**config.mk**
```make
export PLATFORM = sky130hd
export DESIGN_NAME = key_event_fifo_flat
export DESIGN_NICKNAME = d
export VERILOG_FILES = /design/src/rtl/party_pkg.sv /design/src/rtl/key_event_fifo_if.sv /design/src/rtl/key_debounce.sv /design/src/rtl/key_event_fifo.sv /design/src/flat_wrapper.sv
export SDC_FILE = /design/constraint.sdc
export NUM_CORES = 1
export LEC_CHECK = 0
export ABC_AREA = 0
export ABC_CLOCK_PERIOD_IN_PS = 6500
export BUFFER_PORTS_ARGS = -buffer_cell sky130_fd_sc_hd__buf_2
export CAP_MARGIN = 20
export CORE_MARGIN = 5
export CORE_UTILIZATION = 50
export DETAILED_ROUTE_END_ITERATION = 10
export PLACE_DENSITY_LB_ADDON = 0.08
export SLEW_MARGIN = 5
export SYNTH_ARGS = -nofsm -noshare
export SYNTH_HDL_FRONTEND = slang
export SYNTH_HIERARCHICAL = 1
export SYNTH_SLANG_ARGS = --single-unit
```
**constraint.sdc**
```tcl
create_clock -name CLOCK_50 -period 6.5 [get_ports CLOCK_50]
set_clock_uncertainty 0.2 [all_clocks]
set_input_delay 1.625 -clock CLOCK_50 [delete_from_list [all_inputs] [get_ports CLOCK_50]]
set_output_delay 1.625 -clock CLOCK_50 [all_outputs]
set_load 0.01 [all_outputs]
```
**src/rtl/party_pkg.sv**
```systemverilog
// Shared definitions for the key event FIFO: register map, EVENT word layout and the
// queued entry type.
package party_pkg;

  localparam logic [1:0] AddrStatus  = 2'd0;
  localparam logic [1:0] AddrEvent   = 2'd1;
  localparam logic [1:0] AddrControl = 2'd2;
  localparam logic [1:0] AddrClear   = 2'd3;

  localparam int unsigned EvtKeyLsb   = 0;
  localparam int unsigned EvtPressBit = 2;
  localparam int unsigned EvtTsLsb    = 8;
  localparam int unsigned EvtValidBit = 31;

  typedef struct packed {
    logic [15:0] ts;
    logic        press;
    logic [1:0]  key;
  } key_event_t;

  function automatic logic [31:0] pack_event(key_event_t e);
    logic [31:0] w;
    w                    = '0;
    w[EvtKeyLsb +: 2]    = e.key;
    w[EvtPressBit]       = e.press;
    w[EvtTsLsb +: 16]    = e.ts;
    w[EvtValidBit]       = 1'b1;
    return w;
  endfunction

endpackage

```
**src/rtl/key_event_fifo_if.sv**
```systemverilog
// Avalon-MM slave bus plus interrupt line of the key event FIFO.
interface key_event_fifo_if;
  logic [1:0]  avs_address;
  logic        avs_read;
  logic        avs_write;
  logic [31:0] avs_writedata;
  logic [31:0] avs_readdata;
  logic        irq;

  modport master (
    output avs_address, avs_read, avs_write, avs_writedata,
    input  avs_readdata, irq
  );

  modport slave (
    input  avs_address, avs_read, avs_write, avs_writedata,
    output avs_readdata, irq
  );
endinterface

```
**src/rtl/key_debounce.sv**
```systemverilog
// One push-button: 2-flop synchronizer, inversion to active-high, and a stability
// counter that emits a one-cycle change pulse when the accepted level flips.
module key_debounce #(
  parameter int unsigned DEBOUNCE_CYCLES = 500000
) (
  input  logic clk,
  input  logic rst_n,
  input  logic key_n,
  output logic stable,
  output logic change
);
  localparam int unsigned CntW = $clog2(DEBOUNCE_CYCLES > 1 ? DEBOUNCE_CYCLES : 2);
  localparam logic [CntW-1:0] CntMax = CntW'(DEBOUNCE_CYCLES - 1);

  logic [1:0]      sync_q;
  logic [CntW-1:0] cnt_q, cnt_d;
  logic            stable_q, stable_d;
  logic            change_q, change_d;
  logic            synced;

  assign synced = sync_q[1];

  always_comb begin
    cnt_d    = '0;
    stable_d = stable_q;
    change_d = 1'b0;
    if (synced != stable_q) begin
      if (cnt_q == CntMax) begin
        stable_d = synced;
        change_d = 1'b1;
      end else begin
        cnt_d = cnt_q + CntW'(1);
      end
    end
  end

  always_ff @(posedge clk or negedge rst_n) begin
    if (!rst_n) begin
      sync_q   <= '0;
      cnt_q    <= '0;
      stable_q <= 1'b0;
      change_q <= 1'b0;
    end else begin
      sync_q   <= {sync_q[0], ~key_n};
      cnt_q    <= cnt_d;
      stable_q <= stable_d;
      change_q <= change_d;
    end
  end

  assign stable = stable_q;
  assign change = change_q;

endmodule

```
**src/rtl/key_event_fifo.sv**
```systemverilog
// Debounced push-button event queue with an Avalon-MM register interface and level irq.
// Optional KEY_EVENT_TIMESTAMP_EN adds a millisecond timestamp to every queued event.
module key_event_fifo
  import party_pkg::*;
#(
  parameter int unsigned DEBOUNCE_CYCLES = 500000,
  parameter int unsigned FIFO_DEPTH      = 8
) (
  input  logic       CLOCK_50,
  input  logic       reset_n,
  input  logic [3:0] KEY,
  key_event_fifo_if.slave avs
);
  localparam int unsigned PtrW = $clog2(FIFO_DEPTH);
  localparam int unsigned CntW = PtrW + 1;
  localparam logic [CntW-1:0] CntFull = CntW'(FIFO_DEPTH);

  logic [3:0] stable, change;

  for (genvar i = 0; i < 4; i++) begin : g_key
    key_debounce #(
      .DEBOUNCE_CYCLES(DEBOUNCE_CYCLES)
    ) u_debounce (
      .clk   (CLOCK_50),
      .rst_n (reset_n),
      .key_n (KEY[i]),
      .stable(stable[i]),
      .change(change[i])
    );
  end

  logic [15:0] ts;
`ifdef KEY_EVENT_TIMESTAMP_EN
  localparam logic [15:0] MsTicks = 16'd50000;
  logic [15:0] prescale_q, ms_q;

  always_ff @(posedge CLOCK_50 or negedge reset_n) begin
    if (!reset_n) begin
      prescale_q <= '0;
      ms_q       <= '0;
    end else if (prescale_q == MsTicks - 16'd1) begin
      prescale_q <= '0;
      ms_q       <= ms_q + 16'd1;
    end else begin
      prescale_q <= prescale_q + 16'd1;
    end
  end
  assign ts = ms_q;
`else
  assign ts = '0;
`endif

  logic [3:0]      pending_q, pending_d, press_q, press_d;
  logic [1:0]      ctrl_q, ctrl_d;
  logic [PtrW-1:0] wr_ptr_q, wr_ptr_d, rd_ptr_q, rd_ptr_d;
  logic [CntW-1:0] count_q, count_d;
  logic            ovf_q, ovf_d;
  logic [31:0]     readdata_q, rdata;
  logic            irq_q;
  key_event_t      mem_q [FIFO_DEPTH];

  logic       push_vld, do_push, pop, clear, wr_ctrl;
  logic [1:0] push_idx;
  key_event_t new_evt;
  logic       unused_wdata;

  assign unused_wdata = ^avs.avs_writedata[31:2];
  assign wr_ctrl = avs.avs_write && (avs.avs_address == AddrControl);
  assign clear   = avs.avs_write && (avs.avs_address == AddrClear) && avs.avs_writedata[0];
  assign pop     = avs.avs_read && (avs.avs_address == AddrEvent) && (count_q != '0);

  // Descending scan so the lowest pending index is the one selected.
  always_comb begin
    push_vld = 1'b0;
    push_idx = 2'd0;
    for (int i = 3; i >= 0; i--) begin
      if (pending_q[i]) begin
        push_vld = 1'b1;
        push_idx = 2'(i);
      end
    end
  end

  assign new_evt = '{ts: ts, press: press_q[push_idx], key: push_idx};
  // A pop frees a slot in the same cycle, so full+pop still accepts the push.
  assign do_push = push_vld && !clear && ((count_q != CntFull) || pop);

  always_comb begin
    pending_d = pending_q;
    press_d   = press_q;
    if (push_vld) pending_d[push_idx] = 1'b0;
    for (int i = 0; i < 4; i++) begin
      if (change[i] && (stable[i] || ctrl_q[1])) begin
        pending_d[i] = 1'b1;
        press_d[i]   = stable[i];
      end
    end
    if (clear) pending_d = '0;
  end

  always_comb begin
    wr_ptr_d = wr_ptr_q;
    rd_ptr_d = rd_ptr_q;
    count_d  = count_q;
    ovf_d    = ovf_q;
    ctrl_d   = wr_ctrl ? avs.avs_writedata[1:0] : ctrl_q;
    if (clear) begin
      wr_ptr_d = '0;
      rd_ptr_d = '0;
      count_d  = '0;
      ovf_d    = 1'b0;
    end else begin
      if (do_push) wr_ptr_d = wr_ptr_q + PtrW'(1);
      if (pop)     rd_ptr_d = rd_ptr_q + PtrW'(1);
      if (do_push && !pop)      count_d = count_q + CntW'(1);
      else if (!do_push && pop) count_d = count_q - CntW'(1);
      if (push_vld && (count_q == CntFull) && !pop) ovf_d = 1'b1;
    end
  end

  always_comb begin
    rdata = '0;
    unique case (avs.avs_address)
      AddrStatus:  rdata = {15'd0, ovf_q, 8'd0, 4'(count_q), stable};
      AddrEvent:   rdata = (count_q != '0) ? pack_event(mem_q[rd_ptr_q]) : 32'd0;
      AddrControl: rdata = {30'd0, ctrl_q};
      AddrClear:   rdata = '0;
    endcase
  end

  always_ff @(posedge CLOCK_50) begin
    if (do_push) mem_q[wr_ptr_q] <= new_evt;
  end

  always_ff @(posedge CLOCK_50 or negedge reset_n) begin
    if (!reset_n) begin
      pending_q  <= '0;
      press_q    <= '0;
      ctrl_q     <= '0;
      wr_ptr_q   <= '0;
      rd_ptr_q   <= '0;
      count_q    <= '0;
      ovf_q      <= 1'b0;
      readdata_q <= '0;
      irq_q      <= 1'b0;
    end else begin
      pending_q  <= pending_d;
      press_q    <= press_d;
      ctrl_q     <= ctrl_d;
      wr_ptr_q   <= wr_ptr_d;
      rd_ptr_q   <= rd_ptr_d;
      count_q    <= count_d;
      ovf_q      <= ovf_d;
      readdata_q <= avs.avs_read ? rdata : 32'd0;
      irq_q      <= ctrl_q[0] && (count_q != '0);
    end
  end

  assign avs.avs_readdata = readdata_q;
  assign avs.irq          = irq_q;

endmodule

```
**src/flat_wrapper.sv**
```systemverilog
// flat-port wrapper written by rule: the top's interface ports become plain ports
module key_event_fifo_flat import party_pkg::*;
#(
  parameter int unsigned DEBOUNCE_CYCLES = 500000,
  parameter int unsigned FIFO_DEPTH      = 8
)
  (CLOCK_50, reset_n, KEY, avs_avs_address, avs_avs_read, avs_avs_write, avs_avs_writedata, avs_avs_readdata, avs_irq);
  key_event_fifo_if avs_i ();
  input  logic CLOCK_50;
  input  logic reset_n;
  input  logic [3:0] KEY;
  input wire logic [$bits(avs_i.avs_address)-1:0] avs_avs_address;
  input wire logic [$bits(avs_i.avs_read)-1:0] avs_avs_read;
  input wire logic [$bits(avs_i.avs_write)-1:0] avs_avs_write;
  input wire logic [$bits(avs_i.avs_writedata)-1:0] avs_avs_writedata;
  output wire logic [$bits(avs_i.avs_readdata)-1:0] avs_avs_readdata;
  output wire logic [$bits(avs_i.irq)-1:0] avs_irq;
  assign avs_i.avs_address = avs_avs_address;
  assign avs_i.avs_read = avs_avs_read;
  assign avs_i.avs_write = avs_avs_write;
  assign avs_i.avs_writedata = avs_avs_writedata;
  assign avs_avs_readdata = avs_i.avs_readdata;
  assign avs_irq = avs_i.irq;
  key_event_fifo #(.DEBOUNCE_CYCLES(DEBOUNCE_CYCLES), .FIFO_DEPTH(FIFO_DEPTH)) u_core (.CLOCK_50(CLOCK_50), .reset_n(reset_n), .KEY(KEY), .avs(avs_i));
endmodule
```
==> results by group <==
Power and ir drop
  – Leak Pwr: ~3.3 nW
  – Maximum VDD drop: ~0.00019 V
  – Power Density: 277 nW/um^2

Clocking
  – Clock transition time at the flip-flop clock pins of the worst setup and hold paths: ~0.060 ns
  – Cells resized by post-CTS repair: 0
  – Clock tree from TritonCTS: built
  – Root Buffer Master: sky130_fd_sc_hd__clkbuf_16
  – Post-cts hold buffer count: 0
  – Clock tree buffer depth: 2
  – Clk sink count: ~150
  – Number of levels in the clock H-tree: 4
  – Setup bufs post-CTS: 0
  – Insertion delay to the later sink of the worst-skew pair: 0.41 ns
  – Number of buffers created by CTS: 17

STA
  – Final Max Tran Viols: 0
  – Final Hold Viols: 0
  – Highest Clock Rate: approximately 270 MHz
  – Slew of the pin with the lowest slew margin: between 1 and 1.5 ns
  – Total negative setup slack: 0 ns
  – Setup-violating endpoint count in the final report: 0
  – Final critical delay including setup and external delays: 3.77 ns
  – Relative max-transition margin: ~27%
  – Setup repair after global routing missed its margin: false
  – Post-route clock period utilization: 58.0%

Setup path
  – Delay contributed by the slowest stage of the critical path: around 0.7 ns
  – Crit start category: input pin
  – WP data required: ~6.6 ns
  – Critical-path maximum fanout: 18
  – Worst EP arrival: 3.91 ns
  – Path type of the worst setup path: input pin to flip-flop
  – Setup crit end kind: flip-flop
  – Chain of cells forming the critical path: buf_2, and4_1, nor2_1, nand2_1, inv_1, fa_1, xnor2_1, nand2_1, o211ai_1, a22oi_1, nor2_1
  – Slowest stage cell on the critical path: sky130_fd_sc_hd__and4_1

Die
  – IO Count: 75
  – Floorplan die area: roughly 17,000 sq um
  – Row cnt: 44
  – Die Wd: about 130 um
  – Area of the core: around 14,000 sq um
  – Overall die height: between 100 and 150 um
  – Effective utilization at floorplan: 50.7%

Run status
  – Outcome: complete, no violations

Detailed routing
  – Starting DRC count in detailed routing: about 230
  – Final routed wire length divided by cell count: 15.1 um
  – Detail-routed via count per cell: ~5.4
  – Remaining antenna violation count: 0
  – DRT Pass-1 Iters: 4
  – Total DRC errors in the routed layout: 0
  – Total via count after detailed routing: ~4,900
  – Post-detailed-routing wire length: roughly 14 mm

Global route
  – Antenna violations before repair: 0
  – First-pass GRT wire length: 23.1 mm
  – Pin count of the biggest net entering global routing: between 80 and 90
  – Total routing resource utilization after global routing: 16.9%
  – Total congestion overflow: 0
  – Via count of the first global-routing pass: 4,825

Worst hold path
  – Tightest Hold Check Type: flip-flop to flip-flop

Layout
  – Leading cell type in the layout, fill and taps excluded: sky130_fd_sc_hd__dfrtp_1
  – Layout net count: 760
  – Fraction of the core area covered by cells at the end of the flow: between 50% and 60%
  – Area growth from synthesis to layout: 10.4%
  – Diode count: 0
  – Filler cells: roughly 1,200
  – Fraction of final layout cells sized beyond drive strength 1: between 10% and 20%
  – Top library cells by usage in the layout, fill and taps aside: sky130_fd_sc_hd__dfrtp_1 (124), sky130_fd_sc_hd__nor2_1 (103), sky130_fd_sc_hd__xnor2_1 (52)

Placement
  – Quantity of I/O buffers inserted on ports: 22
  – Total half-perimeter wirelength after legalization and detailed placement: 9.20 mm
  – Final weighted congestion in routability-driven placement: between 0.8 and 0.9

Yosys
  – Summed instance area of the synthesized netlist: 7310 sq um
  – Distinct cells, synth: between 50 and 60
  – Count of mapped cells out of synthesis: 685
  – Main flop type after synthesis: sky130_fd_sc_hd__dfrtp_1
  – Fraction of registers with async set/reset: a little over four fifths
  – Flip-flop and latch count after synthesis: around 150
  – Number of enable-type register cells in the synthesized netlist: 24
  – Synthesized area divided by synthesized cell count: 10.7 sq um
  – Seq/Total Area, Yosys: between 50% and 60%
  – Synth Warn #: 6

Run
  – Count of max-cap constraint violations: 0
final timing paths:
| kind | startpoint | endpoint | slack, ns | cells after the start |
|---|---|---|---|---|
| worst min register to register | u_core/g_key[2].u_debounce/sync_q[0] | u_core/g_key[2].u_debounce/sync_q[1] | 0.15 | 0 |
| worst max register to register | u_core/count_q[2] | u_core/count_q[3] | 3.54 | 9 |
| worst min-delay path | u_core/g_key[2].u_debounce/sync_q[0] | u_core/g_key[2].u_debounce/sync_q[1] | 0.15 | 0 |
| worst max-delay path | avs_avs_address[0] | u_core/count_q[2] | 2.73 | 11 |
| max in group asynchronous | reset_n | u_core/avs.avs_readdata[3] | 4.07 | 3 |
| min in group asynchronous | reset_n | u_core/g_key[0].u_debounce/cnt_q[9] | 0.87 | 1 |
per-stage QoR:
stage	cells	hold slack, ns	power (W)	cell area, sq um	setup slack (ns)
final	905	0.152	0.00223	8060	2.73
after global routing	905	0.168	0.00234	8060	2.55
after CTS	904	0.155	0.00225	8040	2.75
after detailed placement	873	0.142	0.00131	7470	2.32
after global placement	873	0.135	0.00131	7470	2.37
after floorplan	706	0.131	0.00125	7380	2.81
synthesized netlist by cell type (3+ instances only):
master	count	area (sq um)
sky130_fd_sc_hd__nor4bb_1	4	40.0
sky130_fd_sc_hd__mux2_2	7	78.8
sky130_fd_sc_hd__and4_1	5	43.8
sky130_fd_sc_hd__mux2i_1	7	70.1
sky130_fd_sc_hd__nor2b_1	7	43.8
sky130_fd_sc_hd__o21bai_2	4	45.0
sky130_fd_sc_hd__xnor2_1	52	455
sky130_fd_sc_hd__nor4_1	11	68.8
sky130_fd_sc_hd__dfrtp_1	124	3100
sky130_fd_sc_hd__buf_4	22	165
sky130_fd_sc_hd__nand3_1	29	145
sky130_fd_sc_hd__nand4_1	28	175
sky130_fd_sc_hd__nor4_2	6	75.1
sky130_fd_sc_hd__nand2_1	44	165
sky130_fd_sc_hd__nand4_2	4	50.1
sky130_fd_sc_hd__inv_1	26	97.6
sky130_fd_sc_hd__nor3_1	30	150
sky130_fd_sc_hd__or3_1	4	25.0
sky130_fd_sc_hd__buf_6	3	33.8
sky130_fd_sc_hd__clkbuf_1	5	18.8
sky130_fd_sc_hd__a31o_2	4	35.0
sky130_fd_sc_hd__o21ai_0	12	60.1
sky130_fd_sc_hd__a22o_1	4	35.0
sky130_fd_sc_hd__ha_1	8	100
sky130_fd_sc_hd__and2_1	7	43.8
sky130_fd_sc_hd__nor4b_1	9	78.8
sky130_fd_sc_hd__a21oi_1	19	95.1
sky130_fd_sc_hd__or4_4	5	56.3
sky130_fd_sc_hd__nor2_1	103	387
sky130_fd_sc_hd__xor2_1	18	158
sky130_fd_sc_hd__buf_2	10	50.1
sky130_fd_sc_hd__edfxtp_1	24	721
sky130_fd_sc_hd__nand2b_1	6	37.5
sky130_fd_sc_hd__nand4_4	4	85.1
power by group:
group          switching [W]  internal [W]  leakage, nW
sequential         0.0000736      0.000978         1.91
combinational       0.000139      0.000108         1.10
clock               0.000347      0.000584        0.283
total               0.000560       0.00167         3.29
critical path: cells and delay by family:
| kind | cells | cell delay [ns] |
|---|---|---|
| buffers and inverters | 2 | 0.23 |
| and+or+nand+nor | 5 | 1.14 |
| xor gates and xnor gates | 1 | 0.22 |
| adders and majority gates | 1 | 0.38 |
| AOI/OAI and AO/OA | 2 | 0.31 |
flip-flops by register name (all words and copies together) (netlist names):
| name | count |
|---|---|
| u_core/count_q | 4 |
| u_core/wr_ptr_q | 3 |
| u_core/ovf_q | 1 |
| u_core/g_key.u_debounce/sync_q | 8 |
| u_core/g_key.u_debounce/stable | 4 |
| u_core/mem_q | 24 |
| u_core/avs.irq | 1 |
| u_core/press_q | 4 |
| u_core/pending_q | 4 |
| u_core/ctrl_q | 2 |
| u_core/g_key.u_debounce/change | 4 |
| u_core/avs.avs_readdata | 10 |
| u_core/rd_ptr_q | 3 |
| u_core/g_key.u_debounce/cnt_q | 76 |
cells by family after synthesis:
kind of cell,share of synthesized area [%]
muxes,2.65
other,0.0513
and+or+nand+nor,23.9
adders and majority gates,1.64
xor gates and xnor gates,8.39
AOI/OAI and AO/OA,6.03
DFF,52.3
buffers and inverters,5.00
area by class of cell:
class	instances	area, sq um	share of cell area, %
clock inverter	4	45.0	0.559
multi-input combinational	492	3200	39.6
timing repair buffer	24	148	1.83
sequential	148	3820	47.4
tap	184	230	2.86
inverter	26	97.6	1.21
clock buffer	27	523	6.49
routing by layer:
| metal | GRT usage [%] | share of wire (%) |
|---|---|---|
| met1 | 22.6 | 47 |
| met2 | 26.9 | 47 |
| met3 | 4.76 | 4.7 |
| met4 | 5.26 | 1.0 |
| met5 | 0 | 0 |
No activity file was read; power rests on OpenSTA's default activity.
